<file path="src/rtl/reg_scoreboard_pkg.sv">
// reg_scoreboard_pkg: shared types for the issue-side register scoreboard.
//   creg_addr_t  - architectural integer register index (x0..x31)
//   word_t       - integer register data word
//   reg_vec_t    - one bit per architectural register
//   sb_state_t   - scoreboard issue mode (RUN, or DRAIN to quiesce issue)
//   reg_onehot() - one-hot select of a register; x0 maps to no bit
package reg_scoreboard_pkg;

    localparam int unsigned NUM_REGS = 32;
    localparam int unsigned XLEN     = 64;

    typedef logic [4:0]          creg_addr_t;
    typedef logic [XLEN-1:0]     word_t;
    typedef logic [NUM_REGS-1:0] reg_vec_t;

    typedef enum logic {RUN, DRAIN} sb_state_t;

    // x0 is hardwired zero, so it never owns a scoreboard bit.
    function automatic reg_vec_t reg_onehot(creg_addr_t addr);
        reg_vec_t vec;
        vec = '0;
        if (addr != '0) begin
            vec[addr] = 1'b1;
        end
        return vec;
    endfunction

endpackage

</file>
<file path="src/rtl/reg_scoreboard_if.sv">
// reg_scoreboard_if: decode/issue handshake plus writeback-retire bus.
//   issue_valid/use1/rs1/use2/rs2/we/rd - instruction offered by decode
//   issue_ready                         - scoreboard allows issue this cycle
//   wb_valid/wb_rd                      - a register write retires
// master: decode + writeback side. slave: the scoreboard.
interface reg_scoreboard_if;
    import reg_scoreboard_pkg::*;

    logic       issue_valid;
    logic       issue_use1;
    creg_addr_t issue_rs1;
    logic       issue_use2;
    creg_addr_t issue_rs2;
    logic       issue_we;
    creg_addr_t issue_rd;
    logic       issue_ready;
    logic       wb_valid;
    creg_addr_t wb_rd;

    modport master (
        output issue_valid, issue_use1, issue_rs1, issue_use2, issue_rs2,
        output issue_we, issue_rd, wb_valid, wb_rd,
        input  issue_ready
    );

    modport slave (
        input  issue_valid, issue_use1, issue_rs1, issue_use2, issue_rs2,
        input  issue_we, issue_rd, wb_valid, wb_rd,
        output issue_ready
    );

endinterface

</file>
<file path="src/rtl/reg_scoreboard_hazard.sv">
// reg_scoreboard_hazard: combinational RAW/WAW detection against the busy vector.
//   busy_vec  - outstanding-write bit per register (bit 0 is always 0)
//   use1/rs1  - source 1 read enable and index
//   use2/rs2  - source 2 read enable and index
//   we/rd     - destination write enable and index
//   raw/waw   - read-after-write / write-after-write hazard present
module reg_scoreboard_hazard
    import reg_scoreboard_pkg::*;
(
    input  reg_vec_t   busy_vec,
    input  logic       use1,
    input  creg_addr_t rs1,
    input  logic       use2,
    input  creg_addr_t rs2,
    input  logic       we,
    input  creg_addr_t rd,
    output logic       raw,
    output logic       waw
);

    // x0 needs no special case: its busy bit is held at zero by the owner.
    assign raw = (use1 & busy_vec[rs1]) | (use2 & busy_vec[rs2]);
    assign waw = we & busy_vec[rd];

endmodule

</file>
<file path="src/rtl/reg_scoreboard.sv">
// reg_scoreboard: issue-side scoreboard for the 32 x 64-bit integer register file.
// Tracks registers with an outstanding write, stalls issue on RAW/WAW hazards or
// when MAX_INFLIGHT writes are outstanding, and offers a drain mode for
// fence/CSR serialization.
//   clk, reset  - clock, synchronous active-high reset
//   flush       - squash all in-flight writes (highest priority)
//   drain_req   - level request to quiesce issue
//   drained     - in DRAIN with no outstanding writes
//   sb          - issue handshake and writeback bus (slave side)
//   busy_vec    - per-register outstanding-write bits
//   inflight    - number of outstanding writes
//   stall_cnt   - saturating count of cycles with issue_valid & !issue_ready
//   wb_err      - sticky: writeback to a non-busy, nonzero register
module reg_scoreboard
    import reg_scoreboard_pkg::*;
#(
    parameter int unsigned MAX_INFLIGHT = 8,
    parameter int unsigned CNT_W        = 4
) (
    input  logic              clk,
    input  logic              reset,
    input  logic              flush,
    input  logic              drain_req,
    output logic              drained,
    reg_scoreboard_if.slave   sb,
    output reg_vec_t          busy_vec,
    output logic [CNT_W-1:0]  inflight,
    output logic [31:0]       stall_cnt,
    output logic              wb_err
);

    sb_state_t        state_q, state_d;
    reg_vec_t         busy_q, busy_d;
    logic [CNT_W-1:0] inflight_q, inflight_d;
    logic [31:0]      stall_q, stall_d;
    logic             err_q, err_d;

    logic     raw, waw;
    logic     run_ok;
    logic     cap_full;
    logic     ready;
    logic     fire;
    logic     set_en, clr_en, wb_bad;
    reg_vec_t set_vec, clr_vec;

    reg_scoreboard_hazard u_hazard (
        .busy_vec (busy_q),
        .use1     (sb.issue_use1),
        .rs1      (sb.issue_rs1),
        .use2     (sb.issue_use2),
        .rs2      (sb.issue_rs2),
        .we       (sb.issue_we),
        .rd       (sb.issue_rd),
        .raw      (raw),
        .waw      (waw)
    );

    // ---------------- FSM: state register ----------------
    always_ff @(posedge clk) begin
        if (reset) begin
            state_q <= RUN;
        end else begin
            state_q <= state_d;
        end
    end

    // ---------------- FSM: next state ----------------
    // flush deliberately has no effect on the mode.
    always_comb begin
        state_d = state_q;
        unique case (state_q)
            RUN:   if (drain_req)  state_d = DRAIN;
            DRAIN: if (!drain_req) state_d = RUN;
        endcase
    end

    // ---------------- FSM: outputs ----------------
    always_comb begin
        run_ok  = (state_q == RUN);
        drained = (state_q == DRAIN) && (inflight_q == '0);
    end

    // ---------------- Issue decision ----------------
    // Only writes to a real register consume an in-flight slot.
    assign cap_full = (inflight_q == CNT_W'(MAX_INFLIGHT));

    always_comb begin
        ready = !flush && run_ok && !raw && !waw
                && !(sb.issue_we && (sb.issue_rd != '0) && cap_full);
        fire  = sb.issue_valid && ready;
    end

    assign sb.issue_ready = ready;

    // ---------------- Busy bits and in-flight count ----------------
    // Busy is cleared only at the edge ending the writeback cycle: the register
    // file read in that same cycle still sees the old value, so no bypass.
    always_comb begin
        set_en  = fire && sb.issue_we && (sb.issue_rd != '0);
        set_vec = set_en ? reg_onehot(sb.issue_rd) : '0;
        clr_en  = sb.wb_valid && (sb.wb_rd != '0) && busy_q[sb.wb_rd];
        clr_vec = clr_en ? reg_onehot(sb.wb_rd) : '0;
        // Retiring a register nobody owns means writeback lost track (e.g. a
        // squashed instruction was not killed); flag it but leave state alone.
        wb_bad  = sb.wb_valid && (sb.wb_rd != '0) && !busy_q[sb.wb_rd] && !flush;

        if (flush) begin
            busy_d     = '0;
            inflight_d = '0;
        end else begin
            busy_d     = (busy_q | set_vec) & ~clr_vec;
            inflight_d = inflight_q + CNT_W'(set_en) - CNT_W'(clr_en);
        end

        err_d = err_q | wb_bad;

        stall_d = stall_q;
        if (sb.issue_valid && !ready && !flush && (stall_q != '1)) begin
            stall_d = stall_q + 32'd1;
        end
    end

    always_ff @(posedge clk) begin
        if (reset) begin
            busy_q     <= '0;
            inflight_q <= '0;
            stall_q    <= '0;
            err_q      <= 1'b0;
        end else begin
            busy_q     <= busy_d;
            inflight_q <= inflight_d;
            stall_q    <= stall_d;
            err_q      <= err_d;
        end
    end

    assign busy_vec  = busy_q;
    assign inflight  = inflight_q;
    assign stall_cnt = stall_q;
    assign wb_err    = err_q;

endmodule

</file>
<file path="src/flat_wrapper.sv">
// flat-port wrapper written by rule: the top's interface ports become plain ports
module reg_scoreboard_flat import reg_scoreboard_pkg::*;
#(
    parameter int unsigned MAX_INFLIGHT = 8,
    parameter int unsigned CNT_W        = 4
)
  (clk, reset, flush, drain_req, drained, busy_vec, inflight, stall_cnt, wb_err, sb_issue_valid, sb_issue_use1, sb_issue_rs1, sb_issue_use2, sb_issue_rs2, sb_issue_we, sb_issue_rd, sb_wb_valid, sb_wb_rd, sb_issue_ready);
  reg_scoreboard_if sb_i ();
  input  logic clk;
  input  logic reset;
  input  logic flush;
  input  logic drain_req;
  output logic drained;
  output reg_vec_t busy_vec;
  output logic [CNT_W-1:0] inflight;
  output logic [31:0] stall_cnt;
  output logic wb_err;
  input wire logic [$bits(sb_i.issue_valid)-1:0] sb_issue_valid;
  input wire logic [$bits(sb_i.issue_use1)-1:0] sb_issue_use1;
  input wire logic [$bits(sb_i.issue_rs1)-1:0] sb_issue_rs1;
  input wire logic [$bits(sb_i.issue_use2)-1:0] sb_issue_use2;
  input wire logic [$bits(sb_i.issue_rs2)-1:0] sb_issue_rs2;
  input wire logic [$bits(sb_i.issue_we)-1:0] sb_issue_we;
  input wire logic [$bits(sb_i.issue_rd)-1:0] sb_issue_rd;
  input wire logic [$bits(sb_i.wb_valid)-1:0] sb_wb_valid;
  input wire logic [$bits(sb_i.wb_rd)-1:0] sb_wb_rd;
  output wire logic [$bits(sb_i.issue_ready)-1:0] sb_issue_ready;
  assign sb_i.issue_valid = sb_issue_valid;
  assign sb_i.issue_use1 = sb_issue_use1;
  assign sb_i.issue_rs1 = sb_issue_rs1;
  assign sb_i.issue_use2 = sb_issue_use2;
  assign sb_i.issue_rs2 = sb_issue_rs2;
  assign sb_i.issue_we = sb_issue_we;
  assign sb_i.issue_rd = sb_issue_rd;
  assign sb_i.wb_valid = sb_wb_valid;
  assign sb_i.wb_rd = sb_wb_rd;
  assign sb_issue_ready = sb_i.issue_ready;
  reg_scoreboard #(.MAX_INFLIGHT(MAX_INFLIGHT), .CNT_W(CNT_W)) u_core (.clk(clk), .reset(reset), .flush(flush), .drain_req(drain_req), .drained(drained), .sb(sb_i), .busy_vec(busy_vec), .inflight(inflight), .stall_cnt(stall_cnt), .wb_err(wb_err));
endmodule
</file>
<file path="config.mk">
export PLATFORM = sky130hd
export DESIGN_NAME = reg_scoreboard_flat
export DESIGN_NICKNAME = d
export VERILOG_FILES = /design/src/rtl/reg_scoreboard_pkg.sv /design/src/rtl/reg_scoreboard_if.sv /design/src/rtl/reg_scoreboard_hazard.sv /design/src/rtl/reg_scoreboard.sv /design/src/flat_wrapper.sv
export SDC_FILE = /design/constraint.sdc
export NUM_CORES = 1
export LEC_CHECK = 0
export CAP_MARGIN = 10
export CORE_MARGIN = 2
export CORE_UTILIZATION = 50
export CTS_CLUSTER_SIZE = 10
export DETAILED_ROUTE_END_ITERATION = 6
export PLACE_DENSITY = 0.79
export SLEW_MARGIN = 20
export SYNTH_ARGS = -nofsm -noshare
export SYNTH_HDL_FRONTEND = slang
export SYNTH_SLANG_ARGS = --single-unit
</file>
<file path="constraint.sdc">
create_clock -name clk -period 6.4 [get_ports clk]
set_input_delay 1.28 -clock clk [delete_from_list [all_inputs] [get_ports clk]]
set_output_delay 1.28 -clock clk [all_outputs]
set_load 0.02 [all_outputs]
</file>
==> results.toml <==
[clock_tree]
hold_buffers = 0
cts.repair.resized = 0
max-clock-path-buffers = 2
cts_sinks = 70
clk_pin_slew_worst_paths_ps = 80
clock_latency_ps = 350
root_buffer = "clkbuf_8"
htreeDepth = 3
cts_setup_buffers = 0
tritoncts = "done"
cts_made_buffers = 9

[outcome]
status = "complete, no violations"

[min_path]
hold_path_depth = 2
hp-class = "reg2reg"

[yosys]
ys_seq_area_share_pct = 30.2
synthMuxAreaShare_pct = 18.5
synth_simple_gate_area_share_pct = 23.1
yosysTopAreaCellShare_pct = 30.2
synthMostInstantiatedCell = "dfxtp_1"
ys.flop_type = "dfxtp_1"
synth-async-reset-ratio_pct = 0
syn_nets = 566
synth_fa_ha_area_share_pct = 2.32
synthTopCellsByArea = "dfxtp_1 30%, mux4_2 14%, or4_1 4.4%"
synth_edf_count = 0
synth_cells = 529
yosysWarnings = 0
ys_ff_latch = 70
netlist_area_mm2 = 0.00464
yosysTopAreaCell = "dfxtp_1"
synth_top_family_by_area = "simple AND/OR/NAND/NOR gates"
synth_top_cells_by_count = "70 x dfxtp_1, 42 x nor2_1, 35 x a21oi_1"
synth_cell_types = 56
yosys.area_share.xor_xnor_pct = 0.377
synth_area_per_cell_um2 = 8.78
synth-compound-area-share_pct = 20.2

[global_route]
grt_pass1_wl_um = 22400
track_usage_pct = 27.8
grt_pass1_vias = 4430
overflow = 0
grt_max_degree = 89
antenna_found_initial = 0

[drt]
dr.pass1.iters = 5
vias_per_cell = 6.75
num_vias = 4829
drt_wl_total_um = 14100
wl_per_cell_um = 19.7
drt_iter0_drc = 436
drtAntennaViolNets = 0
drc = 0

[timing]
timing.hold.ws_ps = 496
finalHoldViolCount = 0
worst_slew_pin_slew_ps = 953
setup-violations-final = 0
post-route-period-util_pct = 89.0
setup_ws_ps = 702
min_period_ps = 5700
skew_ps = 13.9
timing.final.max_slew_violations = 0
rsz0062_at_grt = "no"
max_freq_ghz = 0.176
relSlewSlack_pct = 36.5
tns_ps = 0

[pwr]
total_power_uw = 892
power_density_mw_per_mm2 = 154
p_leak_nw = 1.78
peakVddDrop_v = 0.0000966

[cells_and_area]
final_area_mm2 = 0.00579
fin_nets = 636
insertedDiodeCount = 0
area.growth.synth_to_final_pct = 24.8
drive_gt1_share_pct = 10.6
fillCellCount = 781

[setup_path]
rr_worst_depth = 12
end_kind = "output port"
cp_max_fo = 15
required_ps = 5120
criticalPathCategory = "in2out"
setup.worst_path.start_class = "primary input"
cp.arrival_ps = 4420

[place]
pre_cts_slack_ps = 764
io_buffers = 99
post_dp_cell_area_mm2 = 0.00562
place.gp.congestion = 0.933
dp_hpwl_um = 9890

[run]
maxCapViolCount = 0

[die]
core-area_mm2 = 0.00911
initial_core_util_pct = 51.0
rows = 35
dieArea_mm2 = 0.0101
dieHeight_um = 100
io_pins = 100
die_x_um = 100
[flip-flops by register name (all words and copies together), names as in the netlist]
name              cells
u_core.busy_vec      32
u_core.state_q        1
u_core.wb_err         1
u_core.stall_cnt     32
u_core.inflight       4
[per-stage QoR]
step | cells | utilization, %
global placement | 699 | 61.7
floorplan | 529 | -
CTS | 715 | 63.6
detailed placement | 699 | 61.7
finish | 715 | 63.6
global route | 715 | 63.6
[cells by family (layout without fill, tap and decap cells)]
kind of cell               count (synthesis)  after routing
and+or+nand+nor                          194            194
muxes                                     50             50
AOI/OAI and AO/OA                        147            147
adders and majority gates                  8              8
buffers and inverters                     58            133
xor gates and xnor gates                   2              2
DFF                                       70             70
[where the power goes]
group / switching [mW] / leakage (nW) / internal, mW
clock: 0.179 / 0.0841 / 0.149
combinational: 0.0770 / 1.13 / 0.0470
sequential: 0.00243 / 0.564 / 0.438
[worst max-delay path, cell delays in order]
cell	delay, ps
clkdlybuf4s50_1	890
o31a_1	560
a311oi_1	510
o21ai_0	260
a211oi_4	260
clkdlybuf4s50_1	650
[routing by layer]
metal  vias up  global-route usage (%)  wire, µm
met3        43                    5.99      1470
met4         0                    9.38       351
met5         -                       0         0
li1       2202                       -         -
met1      2302                    39.1      5760
met2       282                    42.7      6530
[final timing paths]
kind	startpoint	end	slack, ps
max	sb_issue_rd[0]	sb_issue_ready	700
min	u_core.stall_cnt[17]	u_core.stall_cnt[17]	500
max reg2reg	u_core.busy_vec[16]	u_core.inflight[2]	2510
min reg2reg	u_core.stall_cnt[17]	u_core.stall_cnt[17]	500
[layout by cell type (no fill, tap or decap), types with 9 or more instances in the layout]
cell	instances
nor2_1	41
nand2_1	34
mux4_2	28
dfxtp_1	70
clkbuf_8	10
inv_1	13
or4_1	27
nand3_1	19
clkdlybuf4s50_1	99
o21ai_0	29
a31oi_1	26
a21oi_1	35
o31ai_1	26
mux2i_1	17
nand4_1	10
nor3_1	9
[cell type report]
class	instances	area, µm²	area share (%)
multi-input combinational	401	3000	51.8
sequential	70	1400	24.2
timing repair buffer	104	1030	17.7
tap	111	139	2.40
clock buffer	10	138	2.38
inverter	13	48.8	0.842
clock inverter	6	37.5	0.648
Power figures use the tool's default switching activity.
